$ cat src/rtl/store_buffer.sv
// store_buffer: formats RISC-V SB/SH/SW stores into lane-placed words
// and queues them toward data memory over a req/ack handshake.
module store_buffer #(
    parameter int DEPTH = 4
) (
    input  logic        clk,
    input  logic        rst_n,
    input  logic        st_valid,
    output logic        st_ready,
    input  logic [31:0] st_addr,
    input  logic [31:0] st_data,
    input  logic [2:0]  st_funct3,
    output logic        mem_req,
    input  logic        mem_ack,
    output logic [31:0] mem_addr,
    output logic [31:0] mem_wdata,
    output logic [3:0]  mem_be,
    output logic        misalign,
    output logic        empty
);
    localparam int AW = $clog2(DEPTH);
    localparam logic [AW:0] PTR_ONE = {{AW{1'b0}}, 1'b1};

    logic [AW:0]   wptr, rptr;
    logic [AW-1:0] widx, ridx;
    logic [29:0]   q_addr [DEPTH];
    logic [31:0]   q_data [DEPTH];
    logic [3:0]    q_be   [DEPTH];

    logic        full, accept, legal, push, pop, mis_q;
    logic [1:0]  lane;
    logic [3:0]  f_be;
    logic [31:0] f_data;

    assign lane = st_addr[1:0];

    always_comb begin
        legal  = 1'b0;
        f_be   = 4'b0000;
        f_data = st_data;
        unique case (st_funct3)
            3'b000: begin
                legal  = 1'b1;
                f_be   = 4'b0001 << lane;
                f_data = {4{st_data[7:0]}};
            end
            3'b001: begin
                legal  = !lane[0];
                f_be   = 4'b0011 << lane;
                f_data = {2{st_data[15:0]}};
            end
            3'b010: begin
                legal  = (lane == 2'b00);
                f_be   = 4'b1111;
            end
            default: legal = 1'b0;
        endcase
    end

    assign widx  = wptr[AW-1:0];
    assign ridx  = rptr[AW-1:0];
    assign full  = (wptr[AW] != rptr[AW]) && (widx == ridx);
    assign empty = (wptr == rptr);

    // Ready depends only on registered pointers: no same-cycle bypass.
    assign st_ready = !full;
    assign accept   = st_valid & st_ready;
    assign push     = accept & legal;
    assign mem_req  = !empty;
    assign pop      = mem_req & mem_ack;

    assign mem_addr  = {q_addr[ridx], 2'b00};
    assign mem_wdata = q_data[ridx];
    assign mem_be    = empty ? 4'b0000 : q_be[ridx];
    assign misalign  = mis_q;

    always_ff @(posedge clk or negedge rst_n) begin
        if (!rst_n) begin
            wptr  <= '0;
            rptr  <= '0;
            mis_q <= 1'b0;
            for (int i = 0; i < DEPTH; i++) begin
                q_addr[i] <= '0;
                q_data[i] <= '0;
                q_be[i]   <= '0;
            end
        end else begin
            if (push) begin
                q_addr[widx] <= st_addr[31:2];
                q_data[widx] <= f_data;
                q_be[widx]   <= f_be;
                wptr         <= wptr + PTR_ONE;
            end
            if (pop) begin
                rptr <= rptr + PTR_ONE;
            end
            mis_q <= accept & !legal;
        end
    end
endmodule

$ cat config.mk
export PLATFORM = sky130hd
export DESIGN_NAME = store_buffer
export DESIGN_NICKNAME = d
export VERILOG_FILES = /design/src/rtl/store_buffer.sv
export SDC_FILE = /design/constraint.sdc
export NUM_CORES = 1
export LEC_CHECK = 0
export ABC_AREA = 0
export BUFFER_PORTS_ARGS = -buffer_cell sky130_fd_sc_hd__buf_2
export CAP_MARGIN = 20
export CORE_UTILIZATION = 40
export DETAILED_ROUTE_END_ITERATION = 16
export PLACE_DENSITY = 0.66
export SLEW_MARGIN = 20
export SYNTH_ARGS = -nofsm -noshare
export SYNTH_HDL_FRONTEND = slang
export SYNTH_SLANG_ARGS = --single-unit
$ cat constraint.sdc
create_clock -name clk -period 2 [get_ports clk]
set_input_delay 0.2 -clock clk [delete_from_list [all_inputs] [get_ports clk]]
set_output_delay 0.2 -clock clk [all_outputs]
set_load 0.03 [all_outputs]
Word level (Yosys, flattened, before mapping)
Index checks and enable logic that the tools add are counted.

storage, ports and cells
  register bits after elaboration = 271
  bits of input ports = 71
  output and inout port bits = 72
  logic and storage cells = 63

operators by class
  add/subtract/negate cells = 2
  $lt $le $gt $ge = 3
  eq/ne operators = 5
  shift operators = 2
  mux-type cells = 22
  bitwise logic cells = 6
  reduce and logical (&&, ||, !) cells = 8

operators by type and width
  kind                                                       count
  bitwise mux 128 bit                                        1
  bitwise mux 120 bit                                        1
  2-to-1 mux 32 bit                                          3
  2-to-1 mux 30 bit                                          3
  binary-select mux 32 bit (select 2 bit)                    1
  demux 32 bit (select 2 bit)                                1
  one-hot mux 32 bit (2 select lines)                        1
  binary-select mux 30 bit (select 2 bit)                    1
  demux 30 bit (select 2 bit)                                1
  bitwise mux 16 bit                                         1
  2-to-1 mux 4 bit                                           4
  one-hot mux 4 bit (3 select lines)                         1
  binary-select mux 4 bit (select 2 bit)                     1
  demux 4 bit (select 2 bit)                                 1
  adder 3 x 1 -> 3 bit (second input constant)               2
  greater-or-equal comparator 3 bit (second input constant)  2
  NOT 2 -> 3 bit                                             2
  bitwise AND 1 bit                                          4
  zero test 1 bit                                            4
  left shift 1 x 2 -> 4 bit (first input constant)           1
  left shift 2 x 2 -> 4 bit (first input constant)           1
  == test 3 x 1 -> 1 bit (second input constant)             1
  == test 3 x 2 -> 1 bit (second input constant)             1
  == test 3 bit                                              1
  7 further kinds                                            8

Depth between registers and ports, before layout
Gate-level depths: netlist of run 1.

  word-level depth = 6
  depth in mapped cells = 8

Least setup slack after synthesis of run 1
Ideal clock, no wire load.

  path type = reg-to-reg
  start point = reg rptr[0]
  end point = reg rptr[1]
  library setup time = 0.125 ns
  arrival time = 2.039 ns
  setup slack = -0.164 ns
  stages on the path, launching flop included = 8
  path buffers = 1
  clock period less this slack = 2.164 ns
  cells stage by stage = dfrtp_1 > buf_2 > xnor2_2 > nand2_1 > nor2_1 > inv_1 > nand2_1 > mux2_2

between the ends
  word-level cells in the longest chain between the ends = 3

ends and longest elaborated chain
  element                   RTL line  text
  start: declaration        24        logic [AW:0] wptr, rptr;
  start signal: assignment  95        rptr <= rptr + PTR_ONE;
  == test 3 bit             63        assign empty = (wptr == rptr);
  via empty                 19        output logic empty
  zero test 1 bit           69        assign mem_req = !empty;
  via mem_req               13        output logic mem_req,
  bitwise AND 1 bit         70        assign pop = mem_req & mem_ack;

The timed path passes the listed nets, and every way through them passes these cells.
A chain may end at the register's enable or synchronous reset.

Final worst setup path of run 1
  start point = reg rptr[0]
  end point = out mem_wdata[22]

between the ends
  word-level cells in the longest chain between the ends = 4

ends and longest elaborated chain
  element                                                RTL line  text
  NOT 2 -> 3 bit (not written as such)                   73        assign mem_wdata = q_data[ridx];
  binary-select mux 32 bit (select 2 bit)                73
  2-to-1 mux 32 bit (not written as such) (2 in series)  73
  end: declaration                                       16        output logic [31:0] mem_wdata,

Every way passes these cells. The select of a mux whose other input is x is not followed.

==> results of run 1 <==
==> path summary, 6_finish.rpt <==
| kind | from | to | slack (ns) |
|---|---|---|---|
| worst min-delay path | st_data[1] | q_data[1]$_DFFE_PN0P_ | 0.02 |
| worst max register to register | rptr[0]$_DFFE_PN0P_ | q_addr[97]$_DFFE_PN0P_ | -0.31 |
| worst min register to register | wptr[2]$_DFFE_PN0P_ | wptr[2]$_DFFE_PN0P_ | 0.50 |
| min in group asynchronous | rst_n | q_addr[109]$_DFFE_PN0P_ | 0.16 |
| max in group asynchronous | rst_n | q_data[124]$_DFFE_PN0P_ | 1.07 |
| worst max-delay path | rptr[0]$_DFFE_PN0P_ | mem_wdata[22] | -0.33 |
==> where the power goes <==
group | total (uW) | switching [uW] | internal, uW | leakage (uW)
clock | 5370 | 2220 | 3150 | 0.000473
sequential | 9410 | 1330 | 8080 | 0.00338
combinational | 14600 | 6660 | 7940 | 0.00394
total | 29400 | 10200 | 19200 | 0.00779
==> logic make-up after synthesis <==
| group | synth area share, % |
|---|---|
| xor+xnor | 0.615 |
| buf+inv | 2.81 |
| fa+ha+maj | 0.504 |
| flops | 54.7 |
| other cells | 0.0302 |
| compound gates | 0.736 |
| mux | 39.1 |
| simple gates | 1.51 |
==> critical path, delay by kind of cell (launching register included) <==
family | cells | cell delay, ns
mux | 1 | 0.45
buf+inv | 4 | 0.60
flops | 1 | 0.51
==> layer usage <==
layer / up-vias / wire [um] / track usage (%)
met1: 4007 / 14600 / 25.2
met5: - / 23 / 0
li1: 3306 / - / -
met4: 4 / 710 / 4.67
met2: 214 / 15900 / 30.4
met3: 54 / 2110 / 4.43
==> through the flow <==
step / setup TNS [ns] / util (%) / hold slack [ns] / power, uW
detailed placement: 0 / 44.9 / 0.167 / 20900
floorplan: 0 / - / -0.0956 / 17800
CTS: -69.60 / 51.3 / 0.00504 / 28500
global placement: 0 / 44.9 / 0.173 / 20700
global route: -97.50 / 55.0 / 0.0124 / 30900
finish: -79.20 / 55.1 / 0.0249 / 29400
==> layout make-up <==
cell class | count | area (um2) | share of cell area (%)
sequential | 271 | 6790 | 40.3
antenna | 4 | 10.0 | 0.0594
inverter | 4 | 17.5 | 0.104
tap | 396 | 495 | 2.94
clock buffer | 41 | 873 | 5.19
timing repair buffer | 279 | 3110 | 18.5
clock inverter | 9 | 80.1 | 0.475
multi-input combinational | 419 | 5460 | 32.4
==> repair_timing <==
| item | CTS | global route |
|---|---|---|
| resized for setup | 106 | 115 |
| hold buffers | 35 | 0 |
| endpoints found under the setup margin | 68 | 334 |
| cloned | 3 | 31 |
| endpoints found under the hold margin | 195 | 0 |
| pin swaps | 6 | 5 |
| buffers inserted | 20 | 21 |
==> layout by cell type (no fill, tap or decap), types with 2 or more instances in the layout <==
cell	netlist	routed
buf_6	2	65
xnor2_1	3	3
conb_1	1	2
buf_4	14	23
buf_2	21	92
ha_1	5	5
dfrtp_4	0	2
mux2_2	252	214
nand4_1	3	3
nor2b_1	2	2
clkbuf_8	0	6
buf_12	3	29
dfrtp_1	271	269
clkbuf_16	0	51
clkinv_2	0	5
o21a_1	2	2
mux2i_1	8	8
mux4_2	66	66
diode_2	0	4
inv_6	0	2
inv_1	4	3
buf_16	0	6
and2_4	0	4
nor2_4	1	2
xor2_1	2	2
dlygate4sd3_1	0	35
buf_8	0	8
clkbuf_1	8	4
nor2_1	14	13
a21oi_1	10	10
mux2_4	30	68
nand2_1	4	3
nand3_1	2	2
==> flip-flops by register name, summed over array words and instances (netlist names) <==
register,cells
q_addr,120
rptr,3
q_data,128
q_be,16
wptr,3
misalign,1
==> summary.md, run 1 <==
| Metric | Value |
|---|---|
| Failing checks | `setup timing` |
| Drt via density | `roughly 5.3` |
| Num CTS Buffers | `30` |
| Mapped Area | `around 12,000 um2` |
| DRC viols | `0` |
| Drt total wl | `about 33,000 um` |
| CP arrival | `around 2.1 ns` |
| H-tree Lvls | `1` |
| Hold WC Path Type | `in -> reg` |
| Leakage | `between 0.007 and 0.008 uW` |
| Top-area cell type share of the netlist area | `a little over half` |
| Worst Path Class, Setup | `reg -> out` |
| Initial DRC count | `between 500 and 600` |
| Startpoint Class | `flop` |
| Final non-filler cell total | `roughly 1,400` |
| TritonRoute pass-1 iters | `5` |
| Peak supply drop | `~1.1 mV` |
| Dpl ws | `~0.057 ns` |
| Setup crit end kind | `primary output` |
| Row count | `64` |
| Crit-path cells | `buf_12 > buf_16 > buf_12 > mux4_2 > buf_6` |
| Fin crit share | `117%` |
| Crit-path max FO | `7` |
| Area leader, netlist | `dfrtp_1` |
| Layout cell share with drive strength beyond 1 | `64.0%` |
| Global Route Usage Sum | `a little under a fifth` |
| Worst path required time | `~1.8 ns` |
| Worst path max stage delay | `just over 0.5 ns` |
| PD cells | `between 1500 and 2000 nW/um2` |
| Clk slew on worst S/H paths | `around 0.060 ns` |
| Count leader, synth | `dfrtp_1` |
| Skew final | `around 0.0086 ns` |
| Min cycle time layout | `~2.3 ns` |
| Core area | `30,600 um2` |
| Synthesis Warnings | `0` |
| GRT overflow | `0` |
| Final ANT Viol Nets | `0` |
| Fill cells | `2,466` |
| Worst slew pin tran | `between 0.5 and 0.6 ns` |
| Nets@finish | `1,081` |
| Post-synth EDFFs | `0` |
| Pin count of the biggest net entering global routing | `71` |
| Sequential fraction of the synthesis area | `between 50 and 60%` |
| Initial antenna violation count | `5` |
| Die Height | `178 um` |
| Clock buffer depth | `3` |
| I/O pins | `143` |
| Dpl hpwl | `16,900 um` |
| Per-cell routed wire length | `about 23 um` |
| Async S/R FF share, synth | `100%` |
| Critical-path top delay cell | `dfrtp_4` |
| Hold Path Cell Cnt | `2` |
| CP most frequent cell | `buf_12` |
| RSZ-0062 raised after global routing | `true` |
| First-pass GRT wire length | `45,200 um` |
| Status | `finished with violations` |
| IO Port Bufs | `140` |
| Vias | `between 7,000 and 8,000` |
| Clk sinks | `271` |
| Ys flop type | `dfrtp_1` |
| Synth Register Bits | `roughly 270` |
| CTS tree | `done` |
| Top cells by count, synth | `dfrtp_1, mux2_2, mux4_2` |
| Max Clk Rate | `0.429 GHz` |
| Avg Inst Size Synth | `about 17 um2` |
| DP Area | `between 10,000 and 15,000 um2` |
| Distinct cell type count after synthesis | `33` |
| Die width | `~180 um` |
| Area delta synth->final | `35.7%` |
| Vias in the first global route | `approximately 7,800` |
| Final instance area | `between 15,000 and 20,000 um2` |
| Final Hold Viols | `0` |
| Starting Density | `around two fifths` |
| Slack of the critical path | `-0.333 ns` |
| Maxcap violations | `0` |
| Final Setup Violations | `334` |
| Synth Instances | `between 700 and 800` |
| Die area | `about 32,000 um2` |
| Rel. slew slack | `between 60% and 70%` |
| Latest clock arrival within the worst-skew pair | `about 0.55 ns` |
| Placer congestion estimate | `about 0.71` |
| Top cells by area, synth | `dfrtp_1, mux2_2, mux4_2` |
| Max-slew violations | `0` |
| Cells on worst reg2reg path | `10` |
| Placed Cells incl. Taps | `1,260` |
| Clk root buf | `clkbuf_16` |
(Power assumes the default switching activity.)
==> inputs of run 2 (changes only) <==
--- a/config.mk
+++ b/config.mk
@@ -10,7 +10,7 @@
 export CAP_MARGIN = 20
 export CORE_UTILIZATION = 40
 export DETAILED_ROUTE_END_ITERATION = 16
-export PLACE_DENSITY = 0.66
+export REMOVE_ABC_BUFFERS = 1
 export SLEW_MARGIN = 20
 export SYNTH_ARGS = -nofsm -noshare
 export SYNTH_HDL_FRONTEND = slang
==> summary.md, run 2 (same netlist as run 1, synthesis figures left out) <==
| Metric | Value |
|---|---|
| Hold Path Cell Cnt | `2 (unchanged)` |
| Die Height | `178 um (unchanged)` |
| Largest registers | `q_data: 128 flops, q_addr: 120 flops, q_be: 16 flops` |
| Fin crit share | `112% (-4.2 points)` |
| I/O pins | `143 (unchanged)` |
| Most common cell after layout, fill and taps aside | `dfrtp_1` |
| Placer congestion estimate | `0.710 (about the same)` |
| Area delta synth->final | `33.4%` |
| Peak supply drop | `0.915 mV (-13%)` |
| Global Route Usage Sum | `18.4% (-0.30 points)` |
| RSZ-0062 raised after global routing | `true` |
| Maxcap violations | `0 (unchanged)` |
| Crit-path max FO | `18 (+11)` |
| IO Port Bufs | `140 (unchanged)` |
| Layout cell share with drive strength beyond 1 | `62.9% (-1.2 points)` |
| CP arrival | `2.64 ns (+0.51 ns)` |
| Die area | `31,700 um2 (unchanged)` |
| Skew final | `0.0192 ns (+0.0106 ns)` |
| Latest clock arrival within the worst-skew pair | `0.51 ns (-0.04 ns)` |
| DRC viols | `0 (unchanged)` |
| Leakage | `0.00758 uW (-2.6%)` |
| Starting Density | `40.6% (unchanged)` |
| Vias | `7,324 (-3.4%)` |
| PD cells | `1810 nW/um2 (+3.9%)` |
| Slack of the critical path | `-0.249 ns (+0.0834 ns)` |
| Worst path required time | `2.39 ns (+0.59 ns)` |
| GRT overflow | `0 (unchanged)` |
| Final Hold Viols | `0 (unchanged)` |
| TritonRoute pass-1 iters | `4 (-1)` |
| Min cycle time layout | `2.25 ns (-0.0834 ns)` |
| First-pass GRT wire length | `44,400 um (-1.6%)` |
| Dpl hpwl | `16,400 um (-3.2%)` |
| Status | `finished with violations` |
| Row count | `64 (unchanged)` |
| Fin Setup TNS | `-53.56 ns (+25.65 ns)` |
| Clock buffer depth | `3 (unchanged)` |
| Max-slew violations | `0 (unchanged)` |
| Initial antenna violation count | `1 (-4)` |
| Per-cell routed wire length | `23.1 um (-1.9%)` |
| Final ANT Viol Nets | `0 (unchanged)` |
| Pin count of the biggest net entering global routing | `64 (-9.9%)` |
| Reg area | `6790 um2 (unchanged)` |
| Clk root buf | `clkbuf_16` |
| Drt total wl | `32,200 um (-3.6%)` |
| Num CTS Buffers | `34 (+13%)` |
| Setup crit end kind | `flop` |
| Antenna diode count | `0 (-4)` |
| H-tree Lvls | `2 (+1)` |
| Area of the multi-input gates | `5380 um2 (-1.5%)` |
| Initial DRC count | `284 (-44%)` |
| Register bank with the most flops | `q_data` |
| Failing checks | `setup timing` |
| Die width | `178 um (unchanged)` |
| Final Setup Violations | `334 (unchanged)` |
| Hold WC Path Type | `in -> reg` |
| Core area | `30,600 um2 (unchanged)` |
| Dpl ws | `0.0925 ns (+0.0360 ns)` |
| Startpoint Class | `flop` |
| Max Clk Rate | `0.445 GHz (+3.7%)` |
| Nets@finish | `1,057 (-2.2%)` |
| Fill cells | `2,520 (+2.2%)` |
| Cells on worst reg2reg path | `8 (-2)` |
| Drt via density | `5.24 (-1.7%)` |
| Clk slew on worst S/H paths | `0.06 ns (about the same)` |
| Vias in the first global route | `7,628 (-2.6%)` |
| CTS tree | `done` |
| Clk sinks | `271 (unchanged)` |
| Worst Path Class, Setup | `reg -> reg` |
| Max reg flops | `128 (unchanged)` |
| Commonest cells after routing, fill and taps aside | `dfrtp_1, mux2_2, buf_6` |
[run 2: what timing repair did]
item / 4_1_cts / 5_1_grt
setup endpoints to repair: 67 / 330
pin swaps: 0 / 2
setup buffers: 10 / 14
gates cloned: 5 / 21
hold buffers: 33 / 0
endpoints found under the hold margin: 185 / 0
resized for setup: 148 / 74
[run 2: critical path, stage by stage (launching register included)]
cell and delay, ns:
dfrtp_4 0.55, buf_4 0.17, xnor2_2 0.17, buf_4 0.15, nand3_4 0.10, nand4_1 0.20, buf_12 0.21, buf_16 0.20
mux2_2 0.35
[run 2: worst paths after layout]
check / slack, ns / end / from
min reg2reg: 0.50 / rptr[2]$_DFFE_PN0P_ / rptr[2]$_DFFE_PN0P_
min: 0.02 / q_data[65]$_DFFE_PN0P_ / st_data[1]
max: -0.25 / q_addr[119]$_DFFE_PN0P_ / rptr[0]$_DFFE_PN0P_
max reg2reg: -0.25 / q_addr[119]$_DFFE_PN0P_ / rptr[0]$_DFFE_PN0P_
min in group asynchronous: 0.22 / q_addr[116]$_DFFE_PN0P_ / rst_n
max in group asynchronous: 1.04 / rptr[0]$_DFFE_PN0P_ / rst_n
[run 2: area by class of cell]
cell class | instances | area share (%)
flip-flops and latches | 271 | 41.0
multi-input cells | 419 | 32.5
repair buffers | 251 | 16.8
clock buffers | 50 | 6.00
well taps | 396 | 2.99
clock inverters | 7 | 0.560
inverters | 4 | 0.106
[run 2: where the power goes]
part	internal (uW)	switching [uW]	leakage (uW)
sequential	8080	1340	0.00338
combinational	7980	6590	0.00367
clock	3680	2310	0.000534
[run 2: routing by layer]
layer  routed length [um]  vias to the layer above  GRT usage (%)  part of all wire [%]
met4                  760                        2           5.73                   2.4
met2                15800                      132           29.9                    49
met3                 1200                       57           3.73                   3.7
li1                     -                     3247              -                     -
met1                14500                     3886           24.8                    45
met5                   13                        -              0                 0.040
[run 2: through the flow]
stage	hold WS [ns]	instance area, um2	std cells	util, %	power, uW
after detailed placement	0.149	13600	1259	44.6	20800
after global routing	0.0234	16500	1398	54.1	31400
after CTS	0.00128	15800	1364	51.6	29700
after global placement	0.151	13600	1259	44.6	20600
after floorplan	-0.0956	12100	694	-	17600
final	0.0241	16500	1398	54.1	30000
==> inputs of run 3 (changes only) <==
==> constraint.sdc (replaced) <==
create_clock -name clk -period 2.1 [get_ports clk]
set_input_delay 0.21 -clock clk [delete_from_list [all_inputs] [get_ports clk]]
set_output_delay 0.21 -clock clk [all_outputs]
set_load 0.03 [all_outputs]
==> summary.md, run 3 (same netlist as run 1, synthesis figures left out) <==
| Metric | Value |
|---|---|
| Worst path max stage delay | `0.50 ns (-0.05 ns)` |
| Max-slew violations | `0 (unchanged)` |
| Fin crit share | `110%` |
| Status | `finished with violations` |
| Nets@finish | `1,077 (+1.9%)` |
| I/O pins | `143 (unchanged)` |
| Vias in the first global route | `7,730 (+1.3%)` |
| Placer congestion estimate | `0.704 (-0.83%)` |
| Initial DRC count | `333 (+17%)` |
| Setup crit end kind | `primary output` |
| Register bank with the most flops | `q_data` |
| PD cells | `1690 nW/um2 (-6.6%)` |
| Min cycle time layout | `between 2 and 2.5 ns` |
| Initial antenna violation count | `0 (-1)` |
| H-tree Lvls | `1 (-1)` |
| Layout cell share with drive strength beyond 1 | `63.5% (+0.64 points)` |
| CP most frequent cell | `buf_12` |
| Die width | `178 um (unchanged)` |
| Internal reg-to-reg setup slack | `-0.17 ns (+0.08 ns)` |
| Hold WC Path Type | `in -> reg` |
| DP Area | `13,700 um2 (+0.42%)` |
| Most common cell after layout, fill and taps aside | `dfrtp_1` |
| Worst path required time | `1.89 ns (-0.50 ns)` |
| TritonRoute pass-1 iters | `4 (unchanged)` |
| Pin count of the biggest net entering global routing | `55 (-14%)` |
| First-pass GRT wire length | `45,600 um (+2.6%)` |
| Area delta synth->final | `40.9%` |
| IO Port Bufs | `140 (unchanged)` |
| Dpl hpwl | `16,800 um (+2.3%)` |
| Failing checks | `setup timing` |
| Die area | `31,700 um2 (unchanged)` |
| Final Hold Viols | `0 (unchanged)` |
| Worst Setup SP | `rptr[0]$_DFFE_PN0P_` |
| P_int | `19,600 uW (-0.91%)` |
| Per-cell routed wire length | `24.1 um (+4.4%)` |
| Crit-path max FO | `6 (-12)` |
| Maxcap violations | `0 (unchanged)` |
| Final ANT Viol Nets | `0 (unchanged)` |
| Critical-path top delay cell | `dfrtp_4` |
| Row count | `64 (unchanged)` |
| Clock buffer depth | `3 (unchanged)` |
| Antenna diode count | `0 (unchanged)` |
| Clk root buf | `clkbuf_16` |
| Crit-path cells | `buf_12 > buf_16 > buf_12 > mux4_2 > buf_6` |
| Largest registers | `q_data: 128 flops, q_addr: 120 flops, q_be: 16 flops` |
| Leakage | `0.00839 uW (+11%)` |
| Max Clk Rate | `around 0.43 GHz` |
| Max reg flops | `128 (unchanged)` |
| Final Setup Violations | `309 (-7.5%)` |
| Flop pwr share | `30.6% (-0.8 points)` |
| Switching share of power | `33.9% (-0.25 points)` |
| Num CTS Buffers | `31 (-8.8%)` |
| Die Height | `178 um (unchanged)` |
| Top delay family on crit path | `buffers and inverters` |
| Clk sinks | `271 (unchanged)` |
| Min-Delay Startpoint | `st_data[18]` |
| Clock power frac | `18.2% (-1.8 points)` |
| Starting Density | `40.6% (unchanged)` |
| Switching power | `10,000 uW (-2.0%)` |
| Vias | `7,563 (+3.3%)` |
| Startpoint Class | `flop` |
| Latest clock arrival within the worst-skew pair | `0.54 ns (+0.03 ns)` |
| Drt total wl | `34,200 um (+6.2%)` |
| Clk slew on worst S/H paths | `0.06 ns (about the same)` |
| Final instance area | `17,500 um2 (+5.6%)` |
| Dpl ws | `0.165 ns (+0.0721 ns)` |
| CTS tree | `done` |
| Peak supply drop | `0.923 mV (+0.87%)` |
| RSZ-0062 raised after global routing | `true` |
| Slack of the critical path | `-0.211 ns (+0.0381 ns)` |
| Global Route Usage Sum | `18.8% (+0.33 points)` |
| Skew final | `0.0113 ns (-0.00785 ns)` |
| Logic gate share of total power | `51.2% (+2.6 points)` |
| DRC viols | `0 (unchanged)` |
| Worst Path Class, Setup | `reg -> out` |
| Commonest cells after routing, fill and taps aside | `dfrtp_1, mux2_4, mux2_2` |
| Core area | `30,600 um2 (unchanged)` |
| GRT overflow | `0 (unchanged)` |
| Crit path buffers/inverters | `4 (unchanged)` |
| Worst r2r src | `rptr[0]$_DFFE_PN0P_` |
| CP arrival | `2.10 ns (-0.54 ns)` |
| Drt via density | `5.32 (+1.6%)` |
-- run 3: changes by cell type in the layout (fill, tap and decap cells not counted), sizes merged --
cell / change
buf: +11
bufinv: -1
clkinv: +3
dlygate4sd3: +8
clkinvlp: +1
clkbuf: +1
-- run 3: repair_timing --
| action | 4_1_cts | 5_1_grt |
|---|---|---|
| gates cloned | 6 | 28 |
| setup endpoints to repair | 67 | 330 |
| pin swaps | 5 | 7 |
| hold buffers | 41 | 0 |
| resized for setup | 161 | 211 |
| hold endpoints to repair | 279 | 0 |
| buffers inserted | 16 | 15 |
-- run 3: final cells by class --
| class | count | area, um2 |
|---|---|---|
| fillers | 2364 | 13100 |
| flip-flops and latches | 271 | 6790 |
| multi-input cells | 419 | 5930 |
| repair buffers | 274 | 3210 |
| clock buffers | 47 | 956 |
| well taps | 396 | 495 |
| clock inverters | 10 | 81.3 |
| inverters | 4 | 17.5 |
-- run 3: final timing paths --
check                                               end  cells after the start
worst max-delay path                        mem_addr[4]                      5
worst min-delay path            q_data[114]$_DFFE_PN0P_                      3
worst max register to register   q_data[43]$_DFFE_PN0P_                      9
worst min register to register      wptr[2]$_DFFE_PN0P_                      1
max in group asynchronous        q_data[16]$_DFFE_PN0P_                      3
min in group asynchronous        q_addr[10]$_DFFE_PN0P_                      2
-- run 3: stage by stage --
| stage | utilization, % | setup TNS, ns | hold WS, ns | total power, uW | instances |
|---|---|---|---|---|---|
| global placement | 44.8 | 0 | 0.175 | 19700 | 1260 |
| global route | 57.1 | -46.89 | 0.0663 | 31000 | 1421 |
| CTS | 52.4 | -33.08 | 0.0591 | 28300 | 1380 |
| detailed placement | 44.8 | 0 | 0.175 | 19900 | 1260 |
| floorplan | - | -1086.05 | -0.0856 | 16800 | 694 |
| finish | 57.1 | -32.56 | 0.0738 | 29600 | 1421 |
-- run 3: power groups by stage --
| stage | clock network [uW] | registers (uW) | logic (uW) |
|---|---|---|---|
| after floorplan | 0 | 9010 | 7770 |
| after global placement | 0 | 8900 | 10800 |
| after detailed placement | 0 | 8960 | 10900 |
| after CTS | 5530 | 8900 | 13800 |
| after global routing | 5760 | 9330 | 15900 |
| final | 5390 | 9050 | 15200 |
-- run 3: metal layers --
metal	share of wire [%]	global-route usage, %	vias to the layer above
met5	0	0	-
met1	46	26.2	4078
met3	3.8	2.88	43
met4	1.8	4.56	0
met2	49	30.6	148
li1	-	-	3294
-- run 3: worst register-to-register path: stages, from the launching register on --
cell and delay (ns):
dfrtp_4 0.50, buf_12 0.15, buf_12 0.12, xnor2_4 0.16, buf_6 0.13, nand3_4 0.09, nand4_1 0.27, clkbuf_16 0.24
clkbuf_16 0.19, mux2_4 0.31
